## src/rtl/nexys4_seven_segment_scanner.sv

```systemverilog
`default_nettype none
// ============================================================================
// Module   : nexys4_seven_segment_scanner
// Brief    : Eight-digit common-anode seven-segment scanner with per-frame
//            input snapshot, per-digit enable/decimal point and blanking gap.
// Revision : 1.0 - initial release
// ============================================================================
module nexys4_seven_segment_scanner #(
    parameter int DIGIT_PERIOD = 100000,
    parameter int BLANK_CYCLES = 16
) (
    input  logic        clk,
    input  logic        reset,
    input  logic [31:0] number,
    input  logic [7:0]  dots,
    input  logic [7:0]  enable,
    output logic [6:0]  seg,
    output logic        dp,
    output logic [7:0]  an,
    output logic        frame_done
);

    localparam int                 c_CNT_W   = (DIGIT_PERIOD > 1) ? $clog2(DIGIT_PERIOD) : 1;
    localparam logic [c_CNT_W-1:0] c_CNT_MAX = c_CNT_W'(DIGIT_PERIOD - 1);
    localparam logic [c_CNT_W-1:0] c_BLANK   = c_CNT_W'(BLANK_CYCLES);

    logic [c_CNT_W-1:0] r_cnt;
    logic [2:0]         r_idx;
    logic [31:0]        r_num_sh;
    logic [7:0]         r_dots_sh;
    logic [7:0]         r_en_sh;
    logic [6:0]         r_seg;
    logic               r_dp;
    logic [7:0]         r_an;
    logic               r_frame_done;

    logic               w_slot_end;
    logic               w_capture;
    logic               w_active;
    logic [3:0]         w_nibble;
    logic [6:0]         w_glyph;

    assign w_slot_end = (r_cnt == c_CNT_MAX);
    assign w_capture  = w_slot_end && (r_idx == 3'd7);
    assign w_active   = (r_cnt >= c_BLANK) && r_en_sh[r_idx];
    assign w_nibble   = r_num_sh[{r_idx, 2'b00} +: 4];

    // Active-low segment pattern, bit 0 = a ... bit 6 = g.
    always_comb begin
        w_glyph = 7'h7F;
        case (w_nibble)
            4'h0: w_glyph = 7'h40;
            4'h1: w_glyph = 7'h79;
            4'h2: w_glyph = 7'h24;
            4'h3: w_glyph = 7'h30;
            4'h4: w_glyph = 7'h19;
            4'h5: w_glyph = 7'h12;
            4'h6: w_glyph = 7'h02;
            4'h7: w_glyph = 7'h78;
            4'h8: w_glyph = 7'h00;
            4'h9: w_glyph = 7'h10;
            4'hA: w_glyph = 7'h08;
            4'hB: w_glyph = 7'h03;
            4'hC: w_glyph = 7'h46;
            4'hD: w_glyph = 7'h21;
            4'hE: w_glyph = 7'h06;
            4'hF: w_glyph = 7'h0E;
            default: w_glyph = 7'h7F;
        endcase
    end

    // Slot/digit sequencing and the end-of-frame snapshot.
    always_ff @(posedge clk or posedge reset) begin
        if (reset) begin
            r_cnt     <= '0;
            r_idx     <= 3'd0;
            r_num_sh  <= 32'h0;
            r_dots_sh <= 8'h0;
            r_en_sh   <= 8'h0;
        end else begin
            if (w_slot_end) begin
                r_cnt <= '0;
                r_idx <= r_idx + 3'd1;
            end else begin
                r_cnt <= r_cnt + 1'b1;
            end
            if (w_capture) begin
                r_num_sh  <= number;
                r_dots_sh <= dots;
                r_en_sh   <= enable;
            end
        end
    end

    // Registered pin drivers; inactive digits leave every anode off.
    always_ff @(posedge clk or posedge reset) begin
        if (reset) begin
            r_seg        <= 7'h7F;
            r_dp         <= 1'b1;
            r_an         <= 8'hFF;
            r_frame_done <= 1'b0;
        end else begin
            r_frame_done <= w_capture;
            if (w_active) begin
                r_seg <= w_glyph;
                r_dp  <= ~r_dots_sh[r_idx];
                r_an  <= ~(8'h01 << r_idx);
            end else begin
                r_seg <= 7'h7F;
                r_dp  <= 1'b1;
                r_an  <= 8'hFF;
            end
        end
    end

    assign seg        = r_seg;
    assign dp         = r_dp;
    assign an         = r_an;
    assign frame_done = r_frame_done;

endmodule
`default_nettype wire

```

## config.mk

```make
export PLATFORM = sky130hd
export DESIGN_NAME = nexys4_seven_segment_scanner
export DESIGN_NICKNAME = d
export VERILOG_FILES = /design/src/rtl/nexys4_seven_segment_scanner.sv
export SDC_FILE = /design/constraint.sdc
export NUM_CORES = 1
export LEC_CHECK = 0
export CORE_MARGIN = 10
export CORE_UTILIZATION = 50
export CTS_CLUSTER_SIZE = 40
export DETAILED_ROUTE_END_ITERATION = 16
export PLACE_DENSITY = 0.79
export SLEW_MARGIN = 20
export SYNTH_ARGS = -nofsm -noshare
export SYNTH_HDL_FRONTEND = slang
export SYNTH_SLANG_ARGS = --single-unit
```

## constraint.sdc

```tcl
create_clock -name clk -period 3.9 [get_ports clk]
set_input_delay 0.585 -clock clk [delete_from_list [all_inputs] [get_ports clk]]
set_output_delay 0.585 -clock clk [all_outputs]
set_load 0.02 [all_outputs]
```

* Word-level counts from Yosys, hierarchy flattened
Memory sizes are Yosys's and may differ from the RTL's.
Cells that the tools add are included.
** Storage, ports and cells
- Register bits after elaboration :: 85
- ROM bits :: 112
- Input bits :: 50
- Output and inout bits :: 17
- Memories kept :: 1
** Memories
- (no name shown) :: depth 16, bits a word 7, read ports 1, clocked after Yosys merged registers in 0, write ports 0, line 51 : case (w_nibble)
** Operators by class
- $add $sub $neg :: 2
- Order comparisons :: 2
- Eq/ne operators :: 2
- Shift operators :: 2
- Muxes and demuxes :: 8
- Bitwise logic cells :: 2
- Reductions and logical operators :: 2
** Operator list (number)
- $shiftx 32x6->4 :: 1
- $add 17x1->17 const B :: 1
- $eq 17x17->1 const B :: 1
- $ge 17x5->1 const B :: 1
- $mux 17 :: 1
- $mux 8 :: 1
- $not 8->8 :: 1
- $shl 1x3->8 const A :: 1
- $mux 7 :: 1
- $bmux 1 s3 :: 2
- $lt 3x4->1 const B :: 1
- $add 3x1->3 const B :: 1
- $eq 3x3->1 const B :: 1
- $mux 1 :: 3
- $logic_and 1x1->1 :: 2
- $not 1->1 :: 1

* Longest topological paths before layout
Gate-level depths: netlist of run 1.
- Depth in word-level cells :: 4
- Gate-level depth with buffers :: 10
- Depth with buffers taken out :: 8

* Worst setup path before layout of run 1
Ideal clock, no wire load.
- Path kind :: reg2reg
- From :: register r_idx[0]
- To :: register r_seg[3] (netlist: seg[3])
- Arrival :: 2.233 ns
- Required time :: 3.802 ns
- Path slack :: 1.569 ns
- Stages on the path, launching flop included :: 11
- Buffers on the path :: 2
- Period minus slack after synthesis :: 2.331 ns
- Path through :: dfrtp_1 -> buf_4 -> buf_4 -> mux4_2 -> mux2i_1 -> inv_1 -> ha_1 -> inv_1 -> nor3_1 -> a211oi_1 -> o21ai_0
** On the way
- Word-level cells in the longest chain between the ends :: 4
** RTL lines
- start, declared :: line 28 : logic [2:0] r_idx;
- start signal, assigned :: line 83 : r_idx <= r_idx + 3'd1;
- parallel branches: the longest is 3 deep, another holds $mem_v2 16x7
- $mux 7 * :: line 104 : if (w_active) begin
- end signal, assigned :: line 105 : r_seg <= w_glyph;
- end, declared :: line 32 : logic [6:0] r_seg;
Mark *: on every way between the ends. The select of a mux whose other input is x is not followed.
A chain may end at the register's enable or synchronous reset.

* Worst setup path after layout of run 1
Same ends and word-level chain as after synthesis.

==> results by group, run 1 <==
Worst setup path
  • CP max stage cell: dfrtp_1
  • CP required: 4.15 ns
  • Worst EP arrival: 3.00 ns
  • Critical Path, Cell by Cell: mux4_2 > mux2i_1 > inv_1 > ha_1 > inv_1 > nor3_1 > a211oi_1 > o21ai_0
  • Worst R2R Setup Slack: 1.14 ns
  • Critical path fanouts, max: 14
  • Crit path buffers/inverters: 2
  • Reg2reg path depth: 8
  • CP Capture Type: flop
  • R2R Path Start: r_idx[0]
  • Crit-path leading delay family: multiplexers
  • Critical Path Max Stage Delay: 0.81 ns
  • Startpoint types: flop
  • Critical path class: flop to flop
  • Worst r2r dst: seg[3]
  • Crit path top cell by count: inv_1

Power and ir drop
  • Peak VDD IR: 0.000251 V
  • Pleak: 0.00218 µW
  • Combinational power share: 8.7%
  • Total Power: 1870 µW
  • Pint: 1480 µW
  • Pwr Density: 372 nW/µm²
  • Sw Share: 21.1%
  • Reg power frac: 49.9%
  • Sw power: 396 µW
  • Power share of the clock group: 41.4%

Placed design
  • Placed cells: 460
  • Cell area after placement: 4780 µm²
  • GPL Wtd Cong: 0.887
  • I/O Buffers: 66
  • Post-detail-place hpwl: 6050 µm
  • Post-Place Setup Slack: 1.14 ns

Synthesis
  • Register area share after synthesis: 53.3%
  • Most used DFF post-synth: dfrtp_1
  • Syn_area_per_cell: 13.4 µm²
  • Register bit total from synthesis: 85
  • EDFF count, synth: 0
  • Share of the synthesized area in the top cell type: 42.9%
  • Mapped Area: 4030 µm²
  • Yosys cell types: 39
  • Gate Count Post-Synth: 300
  • Leading post-synthesis cells by cell area: dfrtp_1 (43%), dfstp_2 (10%), mux2_2 (8.4%)
  • Largest area contributor in the netlist: dfrtp_1
  • Yosys synthesis warning count: 0
  • Post-Syn Nets: 363
  • Post-synth ARST share: 100%

STA
  • Setup TNS Final: 0 ns
  • Pins Over Slew Limit: 0
  • Part of the cycle the worst path needs: 70.7%
  • FMAX: 0.363 GHz
  • Final Hold Viols: 0
  • Slew margin rel.: 47.8%
  • Setup Skew: 0.00965 ns
  • Count of final setup violators: 0
  • Worst setup margin: 1.14 ns
  • RSZ-0062 raised after global routing: no
  • Least-Margin Pin Slew: 0.779 ns
  • Minimum clock period: 2.76 ns

Hold path
  • Hold/Removal Path Class: flop to flop
  • HP Start: r_cnt[11]
  • Hold EP: r_cnt[11]
  • Hold depth: 1

Drt
  • Met1 wire length: 3700 µm
  • Via density: 5.34
  • Remaining DRCs: 0
  • Initial DRC count: 115
  • TritonRoute pass-1 iters: 4
  • Via count: 2541
  • Highest routed layer: met4
  • Met3 WL: 584 µm
  • Final wirelength: 8150 µm
  • Detail Route Antenna Nets: 0
  • Post-DR wirelength/cell: 17.1 µm
  • Routed wl met2: 3780 µm

Global routing
  • Total grt overflow: 0
  • Via count of the first global-routing pass: 2739
  • Largest net degree at the start of global routing: 63
  • First-pass GRT wire length: 13600 µm
  • Initial antenna violation count: 0
  • Tot GR Track Use: 14.3%

Clock tree
  • Root buffer cell: clkbuf_8
  • Post-CTS Setup Inserts: 0
  • CTS tree: built
  • Clock Pin Slew Worst Setup and Hold Paths: 0.09 ns
  • CTS Sinks: 85
  • Hold-fix buffers at CTS: 0
  • Max Root-Sink Buffers: 2
  • Post-cts sizing count: 0
  • Max H-tree Level: 3
  • Later-pin clock latency in the skew report: 0.36 ns
  • Num CTS Buffers: 9

Floorplan
  • Die span in x: 110 µm
  • Die Area: 12000 µm²
  • Die height: 110 µm
  • # rows: 32
  • Ports: 67
  • Core Region: 7770 µm²
  • Starting Density: 51.9%

Finish
  • Most common cell after layout, fill and taps aside: dfrtp_1
  • Most frequent cells in the layout: dfrtp_1 (69), clkdlybuf4s50_1 (66), mux2_2 (30)
  • Area Overhead vs Synth: 25.0%
  • Final Non-Filler Cells: 476
  • Final instance area: 5040 µm²
  • Ratio of cells with drive above 1 in the final layout: 27.3%
  • NumNets Final: 432
  • N_diodes: 0

Run
  • Maxcap violations: 0

Outcome
  • Status: finished clean
## worst register-to-register path, delay by kind of cell (launching register included)
family | cells | cell delay [ns]
mux | 2 | 1.01
flops | 1 | 0.81
fa+ha+maj | 1 | 0.28
compound gates | 2 | 0.26
buf+inv | 2 | 0.23
simple gates | 1 | 0.05
## Yosys cell counts, drive strengths merged (2+ instances only)
cell	n
dfstp	16
or3	3
mux4	10
clkbuf	4
nor2	15
xnor2	11
o211ai	2
buf	8
inv	14
nand2	21
nor3	9
and4	2
nor4	2
a211oi	2
xor2	4
ha	13
nand3	10
mux2i	10
and2	4
dfrtp	69
o21ai	3
and3	2
nand4	4
o221ai	4
mux2	50
## metal layers
metal  global-route usage, %  vias up
met5                       0        -
met4                    4.37        0
met3                    4.86        7
met2                    21.3       67
met1                    19.4     1276
li1                        -     1191
## worst max path at each step
stage                     startpoint          to  slack [ns]  cells past startpoint
after global routing        r_idx[0]      seg[3]        0.91                      8
after detailed placement    r_idx[0]      seg[3]        1.14                      8
after floorplan                reset  frame_done        1.15                      1
final                       r_idx[0]      seg[3]        1.14                      8
after CTS                   r_idx[0]      seg[3]        1.13                      8
after global placement      r_idx[0]      seg[6]        1.06                      5
## per-stage QoR
step | hold slack [ns] | utilization [%]
2_1_floorplan | 0.461 | -
3_3_place_gp | 0.482 | 61.5
3_5_place_dp | 0.492 | 61.5
4_1_cts | 0.511 | 64.8
5_1_grt | 0.526 | 64.9
6_report | 0.510 | 64.9
## power groups by stage
stage | logic [µW] | registers [µW] | clock network [µW]
final | 163 | 935 | 776
after global placement | 161 | 950 | 0
after global routing | 179 | 939 | 820
after detailed placement | 165 | 951 | 0
after floorplan | 74.8 | 954 | 0
after CTS | 166 | 935 | 788
## area by class of cell
cell class / instances / area, µm²
clock buffers: 11 / 151
clock inverters: 5 / 106
fillers: 584 / 2730
inverters: 14 / 55.1
multi-input cells: 189 / 1760
flip-flops and latches: 85 / 2150
well taps: 102 / 128
repair buffers: 70 / 691
## registers in the layout (all words and copies together), names as in the netlist
name        count
an              8
dp              1
frame_done      1
r_cnt          17
r_dots_sh       8
r_en_sh         8
r_idx           3
r_num_sh       32
seg             7
## logic make-up after synthesis
family	after synthesis	share of synthesized area, %
AOI/OAI and AO/OA	15	2.67
buffers and inverters	26	3.17
adders and majority gates	13	4.04
xor gates and xnor gates	15	3.26
DFF	85	53.3
and+or+nand+nor	76	9.35
muxes	70	24.2
Note: power is estimated with default switching activity, not from simulation.
==> inputs of run 2 (changes only) <==
==> constraint.sdc (replaced) <==
create_clock -name clk -period 2.6 [get_ports clk]
set_input_delay 0.39 -clock clk [delete_from_list [all_inputs] [get_ports clk]]
set_output_delay 0.39 -clock clk [all_outputs]
set_load 0.02 [all_outputs]
==> run 2 against run 1 <==
Effect of this change: largest power group unchanged; cell area up 0.62%; global-route usage up 0.49 points; die area unchanged; first-iteration DRC count down 12%; utilization up 0.40 points.
==> results by group, run 2 (synthesized netlist as in run 1, its figures left out) <==
Drt
  • Highest routed layer: met4
  • Detail Route Antenna Nets: 0 (unchanged)
  • Via density: 5.28 (-1.2%)
  • Via count: 2538 (-0.12%)
  • Post-DR wirelength/cell: 17.5 µm (+2.1%)
  • Routed wl met2: 4030 µm (+6.6%)
  • Met1 wire length: 3740 µm (+0.95%)
  • TritonRoute pass-1 iters: 4 (unchanged)
  • Remaining DRCs: 0 (unchanged)
  • Final wirelength: 8410 µm (+3.2%)
  • Initial DRC count: 101 (-12%)
  • Met3 WL: 531 µm (-9.1%)

STA
  • Pins Over Slew Limit: 0 (unchanged)
  • Part of the cycle the worst path needs: 92.4% (+22 points)
  • Setup TNS Final: 0 ns (unchanged)
  • Count of final setup violators: 0 (unchanged)
  • Minimum clock period: 2.40 ns (-0.354 ns)
  • Least-Margin Pin Slew: 0.723 ns (-0.0559 ns)
  • RSZ-0062 raised after global routing: no
  • FMAX: 0.416 GHz (+15%)
  • Final Hold Viols: 0 (unchanged)
  • Slew margin rel.: 51.8% (+4.0 points)
  • Setup Skew: 0.00950 ns (-0.000148 ns)
  • Hold_ws: 0.429 ns (-0.0815 ns)

Power and ir drop
  • Pleak: 0.00220 µW (+0.99%)
  • Pwr Density: 549 nW/µm² (+47%)
  • Peak VDD IR: 0.000413 V (+65%)

Global routing
  • Via count of the first global-routing pass: 2729 (-0.37%)
  • Initial antenna violation count: 0 (unchanged)
  • Largest net degree at the start of global routing: 49 (-22%)
  • Tot GR Track Use: 14.8% (+0.49 points)
  • Total grt overflow: 0 (unchanged)
  • First-pass GRT wire length: 13900 µm (+1.7%)

Placed design
  • Post-detail-place hpwl: 6290 µm (+3.9%)
  • Cell area after placement: 4820 µm² (+0.94%)
  • I/O Buffers: 66 (unchanged)
  • GPL Wtd Cong: 0.850 (-4.2%)

Worst setup path
  • Worst r2r dst: seg[3]
  • Crit path buffers/inverters: 2 (unchanged)
  • CP Capture Type: flop
  • Reg2reg path depth: 8 (unchanged)
  • CP required: 2.87 ns (-1.28 ns)
  • Critical Path, Cell by Cell: mux4_2 > mux2i_1 > inv_1 > ha_1 > inv_1 > nor3_1 > a211oi_1 > o21ai_0
  • CP max stage cell: mux4_2
  • R2R Path Start: r_idx[0]
  • Worst R2R Setup Slack: 0.20 ns (-0.95 ns)
  • Critical path fanouts, max: 9 (-5)
  • Worst setup startpoint: r_idx[0]
  • Critical Path Max Stage Delay: 0.53 ns (-0.28 ns)
  • Critical path class: flop to flop
  • Worst EP arrival: 2.67 ns (-0.33 ns)
  • Crit path top cell by count: inv_1
  • Startpoint types: flop
  • Crit-path leading delay family: multiplexers

Clock tree
  • Max Root-Sink Buffers: 2 (unchanged)
  • Hold-fix buffers at CTS: 0 (unchanged)
  • CTS tree: built
  • Root buffer cell: clkbuf_8
  • Num CTS Buffers: 9 (unchanged)
  • Clock Pin Slew Worst Setup and Hold Paths: 0.08 ns (about the same)
  • Post-CTS Setup Inserts: 0 (unchanged)
  • CTS Sinks: 85 (unchanged)
  • Later-pin clock latency in the skew report: 0.35 ns (about the same)
  • Max H-tree Level: 3 (unchanged)

Floorplan
  • Die height: 110 µm (unchanged)
  • Die span in x: 110 µm (unchanged)
  • Ports: 67 (unchanged)
  • Die Area: 12000 µm² (unchanged)
  • Starting Density: 51.9% (unchanged)
  • Core Region: 7770 µm² (unchanged)
  • # rows: 32 (unchanged)

Hold path
  • Hold/Removal Path Class: input port to async pin

Run
  • Maxcap violations: 0 (unchanged)

Finish
  • Most common cell after layout, fill and taps aside: dfrtp_1
  • NumNets Final: 437 (+1.2%)
  • Area Overhead vs Synth: 25.8%
  • N_diodes: 0 (unchanged)
  • Biggest regs: r_num_sh x32, r_cnt x17
  • Max reg flops: 32 (unchanged)
  • Fillcell total: 591 (+1.2%)
  • Most frequent cells in the layout: dfrtp_1 (68), clkdlybuf4s50_1 (66), mux2_2 (30)
  • Final instance area: 5070 µm² (+0.62%)
  • Biggest register: r_num_sh
  • Ratio of cells with drive above 1 in the final layout: 28.2% (+0.96 points)

Outcome
  • Status: finished clean
-- run 2: cell types whose count changed in the layout (fill, tap and decap cells not counted), sizes merged --
cell,delta
inv,+1
buf,+5
clkbuf,-2
clkinv,+1
-- run 2: per-layer routing --
| layer | up-vias | GRT usage, % |
|---|---|---|
| met3 | 10 | 4.74 |
| met1 | 1237 | 19.2 |
| li1 | 1203 | - |
| met5 | - | 0 |
| met4 | 0 | 4.65 |
| met2 | 88 | 23.2 |
-- run 2: timing repair --
action,CTS,global route
hold endpoints to repair,0,0
gates resized for setup,0,1
endpoints found under the setup margin,0,5
-- run 2: stage by stage --
step	util (%)	setup slack [ns]	total power (µW)	instances
4_1_cts	65.2	0.0647	2800	481
2_1_floorplan	-	0.0430	1540	300
3_3_place_gp	62.1	0.254	1670	465
5_1_grt	65.3	0.0139	2900	481
3_5_place_dp	62.1	0.0920	1680	465
6_report	65.3	0.198	2780	481
-- run 2: worst max-delay path by stage --
stage                         to  depth (start not counted)
finish                    seg[3]                          8
CTS                       seg[3]                          8
floorplan             frame_done                          1
global route              seg[3]                          8
detailed placement        seg[3]                          8
global placement    r_num_sh[15]                          6
-- run 2: layout make-up --
class | instances | area (µm²) | share of cell area [%]
Sequential cell | 85 | 2150 | 42.4
Tap cell | 102 | 128 | 2.52
Multi-Input combinational cell | 189 | 1750 | 34.6
Timing Repair Buffer | 75 | 741 | 14.6
Clock inverter | 7 | 120 | 2.37
Inverter | 14 | 53.8 | 1.06
Clock buffer | 9 | 124 | 2.44
-- run 2: report_power, final --
part	internal (µW)	leakage (µW)	switching (µW)
Combinational	152	0.00107	98.9
Sequential	1380	0.00101	24.7
Clock	643	0.000120	485
Total	2170	0.00220	609
-- run 2: worst register-to-register path, delay by kind of cell (launching register included) --
kind,cells,cell delay [ns]
muxes,2,0.94
adders and majority gates,1,0.28
buffers and inverters,2,0.26
AOI/OAI and AO/OA,2,0.27
and+or+nand+nor,1,0.05
DFF,1,0.51
==> inputs of run 3 (changes only) <==
--- a/config.mk
+++ b/config.mk
@@ -10,6 +10,7 @@
 export CTS_CLUSTER_SIZE = 40
 export DETAILED_ROUTE_END_ITERATION = 16
 export PLACE_DENSITY = 0.79
+export SKIP_LAST_GASP = 1
 export SLEW_MARGIN = 20
 export SYNTH_ARGS = -nofsm -noshare
 export SYNTH_HDL_FRONTEND = slang
==> results of run 3 <==
Final layout, timing and power as in run 2 (identical DEF).
